[src/rtl/mem_access_stage.sv]
// Memory-access pipeline stage: runs req/ack data-memory transactions for loads and stores,
// stalls Execute while one is outstanding, and forwards results to Writeback.
module mem_access_stage #(
    parameter int REG_WD  = 16,
    parameter int TIMEOUT = 15
) (
    input  logic              clock,
    input  logic              reset,
    input  logic              ex_valid,
    input  logic              ex_mem_rd,
    input  logic              ex_mem_wr,
    input  logic [REG_WD-1:0] ex_aluout,
    input  logic [REG_WD-1:0] ex_wdata,
    input  logic [2:0]        ex_dest,
    output logic              stall_ex,
    output logic              dmem_req,
    output logic              dmem_we,
    output logic [REG_WD-1:0] dmem_addr,
    output logic [REG_WD-1:0] dmem_wdata,
    input  logic [REG_WD-1:0] dmem_rdata,
    input  logic              dmem_ack,
    output logic [REG_WD-1:0] mem_data_read_in,
    output logic              wb_valid,
    output logic [REG_WD-1:0] wb_data,
    output logic [2:0]        wb_dest,
    output logic              err_timeout,
    output logic              err_illegal
);

    typedef enum logic {S_IDLE = 1'b0, S_WAIT = 1'b1} state_t;

    // Abort fires on the edge where the counter shows TIMEOUT-1 un-acked cycles already elapsed.
    localparam logic [7:0] CNT_LAST = 8'(TIMEOUT - 1);

    state_t            r_state;
    state_t            w_next;
    logic [7:0]        r_cnt;
    logic              r_is_load;
    logic [2:0]        r_dest;
    logic              r_req;
    logic              r_we;
    logic [REG_WD-1:0] r_addr;
    logic [REG_WD-1:0] r_wdata;
    logic [REG_WD-1:0] r_rd_data;
    logic              r_wb_valid;
    logic [REG_WD-1:0] r_wb_data;
    logic [2:0]        r_wb_dest;
    logic              r_err_timeout;
    logic              r_err_illegal;

    logic w_alu_op;
    logic w_mem_op;
    logic w_bad_op;
    logic w_cnt_last;
    logic w_stall;

    assign w_alu_op   = ex_valid & ~ex_mem_rd & ~ex_mem_wr;
    assign w_mem_op   = ex_valid & (ex_mem_rd ^ ex_mem_wr);
    assign w_bad_op   = ex_valid & ex_mem_rd & ex_mem_wr;
    assign w_cnt_last = (r_cnt == CNT_LAST);

    always_ff @(posedge clock or posedge reset) begin
        if (reset) r_state <= S_IDLE;
        else       r_state <= w_next;
    end

    always_comb begin
        w_next = r_state;
        case (r_state)
            S_IDLE: if (w_mem_op) w_next = S_WAIT;
            S_WAIT: if (dmem_ack || w_cnt_last) w_next = S_IDLE;
            default: w_next = S_IDLE;
        endcase
    end

    always_comb begin
        w_stall = (r_state == S_WAIT);
    end

    always_ff @(posedge clock or posedge reset) begin
        if (reset) begin
            r_cnt         <= '0;
            r_is_load     <= 1'b0;
            r_dest        <= '0;
            r_req         <= 1'b0;
            r_we          <= 1'b0;
            r_addr        <= '0;
            r_wdata       <= '0;
            r_rd_data     <= '0;
            r_wb_valid    <= 1'b0;
            r_wb_data     <= '0;
            r_wb_dest     <= '0;
            r_err_timeout <= 1'b0;
            r_err_illegal <= 1'b0;
        end else begin
            r_wb_valid <= 1'b0;
            case (r_state)
                S_IDLE: begin
                    if (w_alu_op) begin
                        r_wb_valid <= 1'b1;
                        r_wb_data  <= ex_aluout;
                        r_wb_dest  <= ex_dest;
                    end else if (w_mem_op) begin
                        r_addr    <= ex_aluout;
                        r_wdata   <= ex_wdata;
                        r_dest    <= ex_dest;
                        r_is_load <= ex_mem_rd;
                        r_we      <= ex_mem_wr;
                        r_req     <= 1'b1;
                        r_cnt     <= '0;
                    end else if (w_bad_op) begin
                        r_err_illegal <= 1'b1;
                    end
                end
                S_WAIT: begin
                    // Ack takes priority over a timeout landing on the same edge.
                    if (dmem_ack) begin
                        r_req <= 1'b0;
                        if (r_is_load) begin
                            r_wb_valid <= 1'b1;
                            r_wb_data  <= dmem_rdata;
                            r_wb_dest  <= r_dest;
                            r_rd_data  <= dmem_rdata;
                        end
                    end else if (w_cnt_last) begin
                        r_req         <= 1'b0;
                        r_err_timeout <= 1'b1;
                        if (r_is_load) begin
                            r_wb_valid <= 1'b1;
                            r_wb_data  <= '0;
                            r_wb_dest  <= r_dest;
                        end
                    end else begin
                        r_cnt <= r_cnt + 8'd1;
                    end
                end
                default: r_req <= 1'b0;
            endcase
        end
    end

    assign stall_ex         = w_stall;
    assign dmem_req         = r_req;
    assign dmem_we          = r_we;
    assign dmem_addr        = r_addr;
    assign dmem_wdata       = r_wdata;
    assign mem_data_read_in = r_rd_data;
    assign wb_valid         = r_wb_valid;
    assign wb_data          = r_wb_data;
    assign wb_dest          = r_wb_dest;
    assign err_timeout      = r_err_timeout;
    assign err_illegal      = r_err_illegal;

endmodule

[config.mk]
export PLATFORM = sky130hd
export DESIGN_NAME = mem_access_stage
export DESIGN_NICKNAME = d
export VERILOG_FILES = /design/src/rtl/mem_access_stage.sv
export SDC_FILE = /design/constraint.sdc
export NUM_CORES = 1
export LEC_CHECK = 0
export BUFFER_PORTS_ARGS = -buffer_cell sky130_fd_sc_hd__buf_4
export CORE_UTILIZATION = 53
export CTS_CLUSTER_DIAMETER = 30
export DETAILED_ROUTE_END_ITERATION = 10
export HOLD_SLACK_MARGIN = 0.08
export PLACE_DENSITY = 0.95
export SLEW_MARGIN = 20
export SYNTH_ARGS = -nofsm -noshare
export SYNTH_HDL_FRONTEND = slang
export SYNTH_SLANG_ARGS = --single-unit
[constraint.sdc]
create_clock -name clock -period 7.52 [get_ports clock]
set_clock_uncertainty 0.05 [all_clocks]
set_input_delay 1.128 -clock clock [delete_from_list [all_inputs] [get_ports clock]]
set_output_delay 1.128 -clock clock [all_outputs]
set_load 0.02 [all_outputs]
# After elaboration in Yosys (flattened, before gate mapping)
# Index checks and enable logic that the tools add are counted.
[totals] out_inout_bits=73 regBits=85 elab_cells=73 in_bits=57
[classes] reduce_logical=9 bitwise_logic=12 eq_ne=8 add_sub_neg=1 mux=29
[ops] cell="$mux W16" count=5
[ops] cell="$mux W8" count=4
[ops] cell="$pmux W16 S2" count=1
[ops] cell="$pmux W8 S2" count=1
[ops] cell="$reduce_and A3 Y1" count=5
[ops] cell="$mux W3" count=4
[ops] cell="$mux W1" count=10
[ops] cell="$ne A2 B2 Y1 const B" count=5
[ops] cell="$add A8 B1 Y8 const B" count=1
[ops] cell="$eq A8 B4 Y1 const B" count=1
[ops] cell="$reduce_and A4 Y1" count=2
[ops] cell="$not A1 Y1" count=6
[ops] cell="$pmux W1 S2" count=3
[ops] cell="$pmux W3 S2" count=1
[ops] cell="$and A1 B1 Y1" count=5
[ops] cell="$ne A3 B2 Y1 const B" count=1
[ops] cell="$ne A2 B1 Y1 const B" count=1
[ops] cell="$reduce_and A2 Y1" count=1
[ops] cell="$logic_or A1 B1 Y1" count=1
[ops] cell="$xor A1 B1 Y1" count=1

# Depth between registers and ports, before layout
[logic_depth] ltp_word=5 mapped_depth=7 ltp_nobuf=7

# Worst setup path before layout
# Ideal clock, no wire load.
[synth_path] path_kind="input -> register" startpoint="input port ex_mem_rd" endpoint="register r_addr[10] (netlist: dmem_addr[10])" path_slack_ps=5193 required_ps=7345 path_stages=6 path_buffers=3 arrival_time_ps=2152 setup_time_ps=125 path_cell_list="clkbuf_2 xnor2_1 nor2_1 buf_4 buf_6 mux2_2"
[synth_via] elab_chain_len=5 elab_cells_between_ends=7 cone_classes="6 x bitwise; 1 x reduce/logical"
[synth_lines] element="start, declared" line_no="10" source="input logic ex_mem_rd,"
[synth_lines] element="$not A1 Y1" line_no="57" source="assign w_alu_op = ex_valid & ~ex_mem_rd & ~ex_mem_wr;"
[synth_lines] element="$and A1 B1 Y1 (2 in a row)" line_no="57"
[synth_lines] element="$not A1 Y1 (no source line)"
[synth_lines] element="$reduce_and A3 Y1 (no source line) *"
[synth_lines] element="end signal, assigned" line_no="104" source="r_addr <= ex_aluout;"
[synth_lines] element="end, declared" line_no="42" source="logic [REG_WD-1:0] r_addr;"
# Mark *: on every way between the ends. The rest lies on a longest branch, timed or not.
# A chain may end at the register's enable or synchronous reset.

# Worst setup path after layout
[layout_path] startpoint="register r_state (netlist: stall_ex)" endpoint="register r_cnt[3]"
[layout_via] elab_chain_len=3 elab_cells_between_ends=7 cone_classes="4 x eq/ne; 1 x mux; 1 x bitwise; 1 x reduce/logical"
[layout_lines] element="start, declared" line_no="35" source="state_t r_state;"
[layout_lines] element="start signal, assigned" line_no="64" source="else r_state <= w_next;"
[layout_lines] element="$not A1 Y1 (no source line)"
[layout_lines] element="$ne A2 B2 Y1 (no source line)"
[layout_lines] element="$reduce_and A4 Y1 (no source line)"
[layout_lines] element="end signal, assigned" line_no="134" source="r_cnt <= r_cnt + 8'd1;"
[layout_lines] element="end, declared" line_no="37" source="logic [7:0] r_cnt;"
# Several ways; a longest one is shown, not always the timed one.

==> flow_summary.ini <==
[outcome]
outcome = complete, no violations

[clock_network]
insertion_delay_ps = 350
post_cts_resized = 0
cts_max_level = 3
cts.sinks = 85
holdBufCountCts = 0
post_cts_buffers = 0
cts_root_buffer = clkbuf_8
path_clk_slew_ps = 90
cts_tree = yes
cts_made_buffers = 9
clockBufferDepth = 2

[final_layout]
diodes = 0
fin_area_um2 = 4910
regArea_um2 = 2130
drive_gt1_frac = 0.597
syn_to_final_growth_pct = 33.0
nFillCells = 463
multiInputGateArea_um2 = 1460
layout.nets = 441

[route]
drc = 0
ant_nets = 0
dr.pass1.iters = 4
via_per_inst = 5.51
dr.first_iter.drc_count = 132
num_vias = 2571
routed_wl_mm = 8.46
wl_per_cell_um = 18.1

[synthesis]
synth-seq-cells = 85
synth_top_area_share = 0.577
synth_cell_types = 38
yosysSeqAreaShare = 0.577
synth_area_um2 = 3690
syn_inst = 252
synth-async-reset-ratio = 1.00
synth_top_area_cell = dfrtp_1
syn_nets = 311
synth.most_common_cell = dfrtp_1
yosysWarnings = 0
syn_area_per_cell_um2 = 14.6
ys_top_cells_by_area = dfrtp_1 (58%), mux2_2 (16%), mux2_4 (7.7%)
yosys-top-cells-count = dfrtp_1 (85), mux2_2 (54), mux2_4 (19)
synth_ff_type = dfrtp_1
synth-edff-count = 0

[setup_path]
arrival_ps = 2820
r2r-end = r_cnt[3]
regToRegStartpoint = stall_ex
worst-r2r-setup-slack_ps = 4940
crit_required_ps = 7760
worstPathMaxFanout = 20
start_kind = flop
rr_worst_depth = 4
crit_type = reg2reg
worstSetupEndpointType = flop

[job]
drv_cap = 0

[die]
die-height_um = 85.4
dieArea_um2 = 7300
die_w_um = 85.4
core-area_um2 = 6760
fp-row-count = 30
start_util = 0.546
ios = 130

[global_routing]
grt_max_degree = 86
grt-ovfl-total = 0
grt_pass1_vias = 2703
grt_first_pass_wirelength_mm = 13.4
track_usage = 0.240
antenna_found_initial = 0

[hold_path]
hold_start = err_timeout
hold_depth = 1
hold_path.class = reg2reg
hold_end = err_timeout

[placed_design]
dpl.hpwl_mm = 5.85
gp_congestion = 0.819
place_area_um2 = 4690
port_buffers = 129
post-place-ws_ps = 4570

[timing]
rsz0062_at_grt = no
post-route-min-period_ps = 2580
max_slew_margin = 0.342
worst_slack_ps = 4940
hold_viol = 0
drv_slew = 0
min_period_over_period = 0.343
setup_violations = 0
fmax_mhz = 388
setup_tns_ps = 0
worstMarginPinSlew_ps = 985

[pwr]
ir_worst_vdd_uv = 204
total_leakage_power_uw = 0.00233
p_per_area_nw_per_um2 = 351
-- where the power goes --
group          internal, µW  switching, µW  total [µW]
clock network           131            171         302
registers               610            105         715
logic                   363            343         706
total                  1100            619        1720
-- cell usage in the layout, fill, tap and decap left out, types with 6 or more instances in the layout --
cell type and n:
buf_4 130, dfrtp_1 85, mux2_2 54, mux2_4 19, a22o_1 17, clkbuf_8 10
o21ai_0 9, nand2_1 6
-- through the flow --
| step | power [µW] | cells | utilization | hold slack [ps] |
|---|---|---|---|---|
| finish | 1720 | 467 | 0.726 | 436 |
| global route | 1800 | 467 | 0.726 | 471 |
| CTS | 1730 | 466 | 0.721 | 431 |
| detailed placement | 1430 | 450 | 0.694 | 411 |
| global placement | 1400 | 450 | 0.694 | 413 |
| floorplan | 1110 | 252 | - | 414 |
-- sequential cells by signal (all words and copies together) (netlist names) --
signal            count
dmem_wdata           16
wb_data              16
err_illegal           1
r_cnt                 8
wb_dest               3
err_timeout           1
dmem_addr            16
dmem_we               1
dmem_req              1
r_is_load             1
r_dest                3
mem_data_read_in     16
wb_valid              1
stall_ex              1
-- critical path, stage by stage (launching register included) --
cell      delay [ps]
dfrtp_1          770
clkinv_1         770
a211o_1          570
nor3_1           230
a211o_1          130
-- routing by layer --
metal | GRT usage | wire [µm] | share of wire
met5 | 0 | 0 | 0
met4 | 0.0697 | 82 | 0.0097
met3 | 0.0642 | 512 | 0.060
met2 | 0.415 | 4450 | 0.53
met1 | 0.295 | 3420 | 0.40
-- kinds of logic after synthesis --
family | Yosys count | synth area share
buf+inv | 19 | 0.0309
compound gates | 43 | 0.0933
flops | 85 | 0.577
mux | 74 | 0.245
fa+ha+maj | 2 | 0.00678
xor+xnor | 1 | 0.00237
simple gates | 28 | 0.0451
-- worst max-delay path by stage --
stage	start	endpoint	cells past startpoint
3_3_place_gp	ex_mem_rd	r_cnt[3]	5
6_report	stall_ex	r_cnt[3]	4
3_5_place_dp	ex_mem_rd	r_cnt[3]	5
2_1_floorplan	reset	dmem_addr[0]	1
4_1_cts	stall_ex	r_cnt[3]	4
5_1_grt	stall_ex	r_cnt[7]	4
-- cell type report --
type,count,area share
Sequential cell,85,0.434
Multi-Input combinational cell,148,0.297
Timing Repair Buffer,132,0.207
Clock buffer,10,0.0281
Tap cell,80,0.0204
Clock inverter,6,0.00969
Inverter,6,0.00485
No activity file was read; power rests on OpenSTA's default activity.
